[src/rtl/io_uart_in_pkg.sv]
// rtl/io_uart_in_pkg.sv - IO address map and RX status layout shared by the io_* peripherals
package io_uart_in_pkg;

  localparam logic [13:0] ADR_RXDATA_DEF = 14'h3E10;
  localparam logic [13:0] ADR_RXSTAT_DEF = 14'h3E11;

  localparam int RXSTAT_IE_BIT    = 18;
  localparam int RXSTAT_FULL_BIT  = 17;
  localparam int RXSTAT_EMPTY_BIT = 16;
  localparam int RXSTAT_OVF_BIT   = 8;
  localparam int RXDATA_VALID_BIT = 8;

  function automatic logic [31:0] rxstat_pack(input logic ie, input logic full,
                                              input logic empty, input logic ovf,
                                              input logic [7:0] count);
    logic [31:0] v;
    v = {24'd0, count};
    v[RXSTAT_IE_BIT]    = ie;
    v[RXSTAT_FULL_BIT]  = full;
    v[RXSTAT_EMPTY_BIT] = empty;
    v[RXSTAT_OVF_BIT]   = ovf;
    return v;
  endfunction

  function automatic logic [31:0] rxdata_pack(input logic valid, input logic [7:0] char_in);
    logic [31:0] v;
    v = 32'd0;
    if (valid) begin
      v[7:0]              = char_in;
      v[RXDATA_VALID_BIT] = 1'b1;
    end
    return v;
  endfunction

endpackage

[src/rtl/io_uart_in_if.sv]
// rtl/io_uart_in_if.sv - dma_io bus bundle including the rdata daisy-chain in/out
interface io_uart_in_if;

  logic        we;
  logic [13:0] wadr;
  logic [31:0] wdata;
  logic [13:0] radr;
  logic        radr_en;
  logic [31:0] rdata_in;
  logic [31:0] rdata;

  modport master (
    output we, wadr, wdata, radr, radr_en, rdata_in,
    input  rdata
  );

  modport slave (
    input  we, wadr, wdata, radr, radr_en, rdata_in,
    output rdata
  );

endinterface

[src/rtl/io_uart_in_fifo.sv]
// rtl/io_uart_in_fifo.sv - synchronous byte FIFO with wrap pointers; caller qualifies push/pop
module io_uart_in_fifo #(
  parameter int DEPTH_LOG2 = 4
) (
  input  logic                clk,
  input  logic                rst_n,
  input  logic                push,
  input  logic [7:0]          push_data,
  input  logic                pop,
  output logic [7:0]          head_data,
  output logic [DEPTH_LOG2:0] count,
  output logic                empty,
  output logic                full
);

  localparam int DEPTH = 1 << DEPTH_LOG2;

  logic [7:0]            mem [DEPTH];
  logic [DEPTH_LOG2-1:0] wr_ptr;
  logic [DEPTH_LOG2-1:0] rd_ptr;

  always_ff @(posedge clk or negedge rst_n) begin
    if (!rst_n) begin
      wr_ptr <= '0;
      rd_ptr <= '0;
      count  <= '0;
    end else begin
      if (push) wr_ptr <= wr_ptr + 1'b1;
      if (pop)  rd_ptr <= rd_ptr + 1'b1;
      case ({push, pop})
        2'b10:   count <= count + 1'b1;
        2'b01:   count <= count - 1'b1;
        default: count <= count;
      endcase
    end
  end

  // Storage needs no reset: contents are only visible through count
  always_ff @(posedge clk) begin
    if (push) mem[wr_ptr] <= push_data;
  end

  assign head_data = mem[rd_ptr];
  assign empty     = (count == '0);
  assign full      = (count == (DEPTH_LOG2+1)'(DEPTH));

endmodule

[src/rtl/io_uart_in.sv]
// rtl/io_uart_in.sv - console UART receive peripheral: FIFO, RXDATA/RXSTAT registers, rdata chain stage
module io_uart_in
  import io_uart_in_pkg::*;
#(
  parameter int          DEPTH_LOG2 = 4,
  parameter logic [13:0] ADR_RXDATA = ADR_RXDATA_DEF,
  parameter logic [13:0] ADR_RXSTAT = ADR_RXSTAT_DEF
) (
  input  logic         clk,
  input  logic         rst_n,
  io_uart_in_if.slave  bus,
  input  logic [7:0]   uart_rx_char,
  input  logic         uart_rx_we,
  output logic         rx_irq
);

  logic                rd_rxdata;
  logic                rd_rxstat;
  logic                wr_rxstat;
  logic                pop;
  logic                push;
  logic                drop;
  logic [7:0]          head_data;
  logic [DEPTH_LOG2:0] count;
  logic                empty;
  logic                full;
  logic                rx_ie;
  logic                overflow;
  logic                rd_hit;
  logic [31:0]         rd_data;
  logic [31:0]         rd_value;
  logic                unused_wdata;

  assign rd_rxdata = bus.radr_en && (bus.radr == ADR_RXDATA);
  assign rd_rxstat = bus.radr_en && (bus.radr == ADR_RXSTAT);
  assign wr_rxstat = bus.we && (bus.wadr == ADR_RXSTAT);

  // A pop frees a slot in the same cycle, so a full FIFO can still accept
  assign pop  = rd_rxdata && !empty;
  assign push = uart_rx_we && (!full || pop);
  assign drop = uart_rx_we && full && !pop;

  io_uart_in_fifo #(
    .DEPTH_LOG2 (DEPTH_LOG2)
  ) u_fifo (
    .clk       (clk),
    .rst_n     (rst_n),
    .push      (push),
    .push_data (uart_rx_char),
    .pop       (pop),
    .head_data (head_data),
    .count     (count),
    .empty     (empty),
    .full      (full)
  );

  always_comb begin
    rd_value = 32'd0;
    if (rd_rxdata)
      rd_value = rxdata_pack(!empty, head_data);
    else if (rd_rxstat)
      rd_value = rxstat_pack(rx_ie, full, empty, overflow, 8'(count));
  end

  always_ff @(posedge clk or negedge rst_n) begin
    if (!rst_n) begin
      rd_hit   <= 1'b0;
      rd_data  <= 32'd0;
      rx_ie    <= 1'b0;
      overflow <= 1'b0;
    end else begin
      rd_hit  <= rd_rxdata || rd_rxstat;
      rd_data <= rd_value;
      if (wr_rxstat) rx_ie <= bus.wdata[RXSTAT_IE_BIT];
      // A drop in the same cycle as the clear keeps overflow set
      if (drop)
        overflow <= 1'b1;
      else if (wr_rxstat && bus.wdata[RXSTAT_OVF_BIT])
        overflow <= 1'b0;
    end
  end

  assign bus.rdata = rd_hit ? rd_data : bus.rdata_in;
  assign rx_irq    = rx_ie && !empty;

  assign unused_wdata = ^{bus.wdata[31:19], bus.wdata[17:9], bus.wdata[7:0]};

endmodule

[src/flat_wrapper.sv]
// flat-port wrapper written by rule: the top's interface ports become plain ports
module io_uart_in_flat import io_uart_in_pkg::*;
#(
  parameter int          DEPTH_LOG2 = 4,
  parameter logic [13:0] ADR_RXDATA = ADR_RXDATA_DEF,
  parameter logic [13:0] ADR_RXSTAT = ADR_RXSTAT_DEF
)
  (clk, rst_n, uart_rx_char, uart_rx_we, rx_irq, bus_we, bus_wadr, bus_wdata, bus_radr, bus_radr_en, bus_rdata_in, bus_rdata);
  io_uart_in_if bus_i ();
  input  logic clk;
  input  logic rst_n;
  input  logic [7:0] uart_rx_char;
  input  logic uart_rx_we;
  output logic rx_irq;
  input wire logic [$bits(bus_i.we)-1:0] bus_we;
  input wire logic [$bits(bus_i.wadr)-1:0] bus_wadr;
  input wire logic [$bits(bus_i.wdata)-1:0] bus_wdata;
  input wire logic [$bits(bus_i.radr)-1:0] bus_radr;
  input wire logic [$bits(bus_i.radr_en)-1:0] bus_radr_en;
  input wire logic [$bits(bus_i.rdata_in)-1:0] bus_rdata_in;
  output wire logic [$bits(bus_i.rdata)-1:0] bus_rdata;
  assign bus_i.we = bus_we;
  assign bus_i.wadr = bus_wadr;
  assign bus_i.wdata = bus_wdata;
  assign bus_i.radr = bus_radr;
  assign bus_i.radr_en = bus_radr_en;
  assign bus_i.rdata_in = bus_rdata_in;
  assign bus_rdata = bus_i.rdata;
  io_uart_in #(.DEPTH_LOG2(DEPTH_LOG2), .ADR_RXDATA(ADR_RXDATA), .ADR_RXSTAT(ADR_RXSTAT)) u_core (.clk(clk), .rst_n(rst_n), .bus(bus_i), .uart_rx_char(uart_rx_char), .uart_rx_we(uart_rx_we), .rx_irq(rx_irq));
endmodule
[config.mk]
export PLATFORM = sky130hd
export DESIGN_NAME = io_uart_in_flat
export DESIGN_NICKNAME = d
export VERILOG_FILES = /design/src/rtl/io_uart_in_pkg.sv /design/src/rtl/io_uart_in_if.sv /design/src/rtl/io_uart_in_fifo.sv /design/src/rtl/io_uart_in.sv /design/src/flat_wrapper.sv
export SDC_FILE = /design/constraint.sdc
export NUM_CORES = 1
export LEC_CHECK = 0
export CAP_MARGIN = 25
export CORE_ASPECT_RATIO = 1.5
export CORE_MARGIN = 2
export CORE_UTILIZATION = 51
export DETAILED_ROUTE_END_ITERATION = 7
export GPL_TIMING_DRIVEN = 0
export PLACE_DENSITY = 0.8
export SLEW_MARGIN = 0
export SYNTH_ARGS = -nofsm -noshare
export SYNTH_HDL_FRONTEND = slang
export SYNTH_SLANG_ARGS = --single-unit
[constraint.sdc]
create_clock -name clk -period 2.5 [get_ports clk]
set_input_delay 0.625 -clock clk [delete_from_list [all_inputs] [get_ports clk]]
set_output_delay 0.625 -clock clk [all_outputs]
set_load 0.1 [all_outputs]
After elaboration in Yosys (flattened, before gate mapping)
Memory sizes are Yosys's and may differ from the RTL's. Index checks and enable logic that the tools add are counted.

Flip-flop bits (word level): 48. Bits in writable memories: 128. Bits of input ports: 105. Output and inout port bits: 33. Logic and storage cells: 44. Memories kept: 1.

Add/subtract/negate cells: 4. Equality and inequality tests: 6. Multiplexer cells: 9. Reductions and logical operators: 17.

Memory list: u_core.u_fifo.mem (depth 16, bits a word 8, read ports 1, clocked after Yosys merged registers in 0, wr ports 1, line io_uart_in_fifo.sv:18) `logic [7:0] mem [DEPTH];`.

Operators with widths (count): $mux W32 (2); $eq A14 B14 Y1 const B (3); $mux W19 (1); $pmux W5 S2 (1); $logic_and A1 B1 Y1 (9); $mux W9 (1); $add A4 B1 Y4 const B (2); $add A5 B1 Y5 const B (1); $eq A5 B5 Y1 const B (1); $logic_not A5 Y1 (1); $sub A5 B1 Y5 const B (1); $mux W1 (4); $reduce_bool A2 Y1 (2); $logic_not A1 Y1 (3); $eq A2 B1 Y1 const B (1); $eq A2 B2 Y1 const B (1); $logic_or A1 B1 Y1 (2).

Depth between registers and ports, before layout
Word-level depth: 7. Depth in mapped cells: 10. Mapped depth without buffers: 9.

By module
Synthesis repeated with hierarchy kept, for this count alone.

Cell total of the unflattened synthesis: 379. Area total of the unflattened synthesis: 6721.4 µm².

Modules (own cells, without submodules): io_uart_in_fifo (times used 1, cells each 297, area an instance 5771.8 µm², sequential area each 4169.0 µm²); io_uart_in (times used 1, cells each 82, area an instance 949.7 µm², sequential area each 375.4 µm²).

Worst setup path after synthesis
No wires, ideal clock.

Path type: input port to flip-flop. Start point: input port bus_radr[3]. End point: memory u_core.u_fifo.mem[3][0], enable pin. Library setup time: 383 ps. Arrival time: 2561 ps. Data required time: 2117 ps. Setup slack: -444 ps. Cell stages on the path: 4. Buffers on the path: 0. Path through: or4b_4 -> nor4_4 -> o211ai_1 -> nor3_1.

Word-level cells in the longest chain between the ends: 7.

RTL lines: from (decl) (line flat_wrapper.sv:18) `input wire logic [$bits(bus_i.radr)-1:0] bus_radr;`; $eq A14 B14 Y1 (line io_uart_in.sv:34) `assign rd_rxdata = bus.radr_en && (bus.radr == ADR_RXDATA);`; $logic_and A1 B1 Y1 (line io_uart_in.sv:34); $logic_and A1 B1 Y1 (line io_uart_in.sv:39) `assign pop = rd_rxdata && !empty;`; $logic_or A1 B1 Y1 (line io_uart_in.sv:40) `assign push = uart_rx_we && (!full || pop);`; $logic_and A1 B1 Y1 (line io_uart_in.sv:40); $mux W1 (line io_uart_in_fifo.sv:40) `if (push) mem[wr_ptr] <= push_data;`; $mux W1 (implied by the code) (line io_uart_in_fifo.sv:40); to (decl) (line io_uart_in_fifo.sv:18).

Every way passes these cells.

Final worst setup path
Start point: input port bus_radr[3]. End point: register u_core.u_fifo.count[4].

Word-level cells in the longest chain between the ends: 7. Elaborated cells on any way between the ends: 9. Classes of those cells: eq/ne: 3; mux: 1; reduce/logical: 5.

RTL lines: $eq A14 B14 Y1 * (line io_uart_in.sv:34); $logic_and A1 B1 Y1 * (line io_uart_in.sv:34); $logic_and A1 B1 Y1 * (line io_uart_in.sv:39); $logic_or A1 B1 Y1 (line io_uart_in.sv:40); $logic_and A1 B1 Y1 (line io_uart_in.sv:40); $eq A2 B1 Y1 / $eq A2 B2 Y1 (equally long branches) (line io_uart_in_fifo.sv:30) `case ({push, pop})`; $pmux W5 S2 / $reduce_bool A2 Y1 (equally long branches); to (signal assigned) (line io_uart_in_fifo.sv:31) `2'b10: count <= count + 1'b1;`; to (signal assigned) (line io_uart_in_fifo.sv:32) `2'b01: count <= count - 1'b1;`; to (signal assigned) (line io_uart_in_fifo.sv:33) `default: count <= count;`; to (decl) (line io_uart_in_fifo.sv:11) `output logic [DEPTH_LOG2:0] count,`.

Mark *: on every way between the ends. The rest lies on a longest branch, timed or not. A chain may end at the register's enable or synchronous reset.

==> impl_results.md <==
- Reg clk slew, reported paths: 0.06 ns
- Starting density of the core: 52.1%
- Critical path type: input pin to register
- TritonCTS buffer count: 17
- Post-route ant nets: 0
- Pleak: 3.17 nW
- Data required time at the worst endpoint: 2.84 ns
- Vias in the first global route: 4,351
- Status: complete, no violations
- Sequential share of the synthesized area: 67.7%
- Final setup fails: 0
- 1st-pass router iterations: 5
- Syn_area_per_cell: 16.8 um^2
- Initial antenna violation count: 0
- Largest net degree at the start of global routing: 22
- FFs w/ async S/R, synth: 17.9%
- FILL cells: 824
- Post-Route WL: 15,900 um
- Top area cells in the synthesized netlist: edfxtp_1 (57%), mux4_2 (11%), dfrtp_1 (10%), mux2_2 (2.3%), nor2b_1 (2.2%)
- Post-synth EDFFs: 128
- Cell count after placement: 665
- Core ar.: 12,900 um^2
- Global-route wire length before repair: 24,300 um
- Antenna diodes: 0
- Crit share post-route: 99.1%
- Yosys top cell by area: edfxtp_1
- Routed len/inst: 22.0 um
- Pwr/cell area: 789 nW/um^2
- Finished layout cell area: 8970 um^2
- Chip height: 144 um
- Routed vias: 4,238
- Hold_ws: 0.532 ns
- Cell Area, Synth: 6710 um^2
- Tmin final: 2.48 ns
- CTS tree: done
- Clk_skew: 0.00975 ns
- Most common cell after layout, fill and taps aside: edfxtp_1
- Count of different cell masters after synthesis: 57
- Critical Path End Type: register
- Synth-to-Final Area Change: 33.7%
- Fin. max-slew vios: 0
- Area used by multi-input combinational logic: 2290 um^2
- Mapped Cells: 399
- H-tree depth: 4
- Nets: 661
- Num Clock Sinks: 156
- Iteration-0 DRC Markers: 286
- Share of cells above drive strength 1: 36.8%
- Cts hold-fix bufs: 0
- Slew @ Worst Pin: 0.876 ns
- Die area: 14,100 um^2
- Dpl hpwl: 10,900 um
- Final Wtd Congestion: 0.837
- Startpoint Class: input pin
- IO Port Bufs: 106
- Grt ovf: 0
- Worst Hold Class: register to register
- Peak supply drop: 0.658 mV
- Max Clock Freq: 404 MHz
- Unrepaired setup endpoints after global routing: true
- Slew HR: 41.6%
- Register area: 4550 um^2
- YS warnings: 0
- Worst path arrival time: 2.82 ns
- Ports: 138
- Top-area cell type share of the netlist area: 57.3%
- Crit-path max FO: 3
- Total nets after synthesis: 510
- Commonest cells after routing, fill and taps aside: edfxtp_1 (128), clkdlybuf4s50_1 (61), mux4_2 (32)
- # DRC: 0
- Rows: 51
- CTS max path bufs: 2
- Total power: 7.08 mW
- Finished Layout Cells: 722
- FF+latch count, synth: 156
- Vias per inst: 5.87
- Root Buffer: clkbuf_16
- Max Cap Viol: 0
- Die width: 97.7 um
- Placed cell area: 8130 um^2
- Tot GR Track Use: 23.3%
- Clock latency on the worst-skew pair: 0.42 ns
- Final Hold Vio Count: 0
- Predominant post-synthesis flop cell: edfxtp_1
## metrics by stage
stage	util (%)	TNS (ns)	setup WS, ns
final	69.6	0	0.0221
after floorplan	-	-18.42	-0.317
after global placement	62.9	-151.19	-1.05
after detailed placement	63.1	-161.27	-1.14
after CTS	69.6	-0.0883	-0.0587
after global routing	69.6	-0.0459	-0.0416
## power by group
group / internal, mW / switching, mW
Clock: 1.44 / 0.938
Sequential: 3.11 / 0.187
Combinational: 0.534 / 0.881
Total: 5.08 / 2.01
## synth_stat cells, types with 5 or more instances
cell and n:
edfxtp_1 128, a211oi_1 6, nand2_1 9, nand3_1 16
dfrtp_1 28, nand3b_1 7, nor3_1 7, nor2_1 18
mux2_2 14, nor2b_1 24, mux4_2 32, a22oi_1 5
clkbuf_1 13, ha_1 6, o211ai_1 8, xnor2_1 5
## cell type report
type / instances / share of cell area, %
Inverter: 5 / 0.209
Buffer: 20 / 1.05
Sequential cell: 156 / 50.7
Multi-Input combinational cell: 215 / 25.5
Clock buffer: 26 / 5.81
Timing Repair Buffer: 135 / 14.2
Tap cell: 159 / 2.22
Clock inverter: 6 / 0.390
## logic make-up after synthesis
group | count (synthesis) | synth area share (%)
simple gates | 110 | 9.96
mux | 51 | 13.9
xor+xnor | 6 | 0.783
flops | 156 | 67.7
compound gates | 42 | 4.66
fa+ha+maj | 6 | 1.12
buf+inv | 28 | 1.86
## path summary, 6_finish.rpt
kind	startpoint	end	slack (ns)	cells after the start
worst min-delay path	u_core.overflow	u_core.overflow	0.53	1
max in group asynchronous	rst_n	u_core.rd_data[17]	1.47	2
min in group asynchronous	rst_n	u_core.u_fifo.wr_ptr[0]	0.54	1
worst max register to register	u_core.u_fifo.rd_ptr[1]	u_core.rd_data[7]	0.18	5
worst max-delay path	bus_radr[3]	u_core.u_fifo.count[4]	0.02	10
worst min register to register	u_core.overflow	u_core.overflow	0.53	1
## routing by layer
layer	vias up	global-route usage, %	routed length [um]
li1	1886	-	-
met4	0	9.06	424
met2	198	43.2	8820
met5	-	0	0
met1	2122	24.3	5570
met3	32	7.88	1090
## worst max-delay path, cell delays in order
cell	delay, ns
clkdlybuf4s15_1	0.16
or4b_4	0.52
or4_4	0.57
o21ai_4	0.15
nand2_2	0.08
ha_4	0.18
nor4_4	0.13
nand2_1	0.12
nor3_2	0.11
a2bb2oi_1	0.16
## state kept, by name, indices dropped and copies added (netlist names)
signal	cells
u_core.rd_data	12
u_core.rd_hit	1
u_core.u_fifo.wr_ptr	4
u_core.u_fifo.mem	128
u_core.u_fifo.rd_ptr	4
u_core.overflow	1
u_core.rx_ie	1
u_core.u_fifo.count	5
## repair_timing
action,4_1_cts,5_1_grt
endpoints found under the setup margin,168,73
pin swaps,22,15
gates resized for setup,167,40
buffers inserted,22,6
Power figures use the tool's default switching activity.
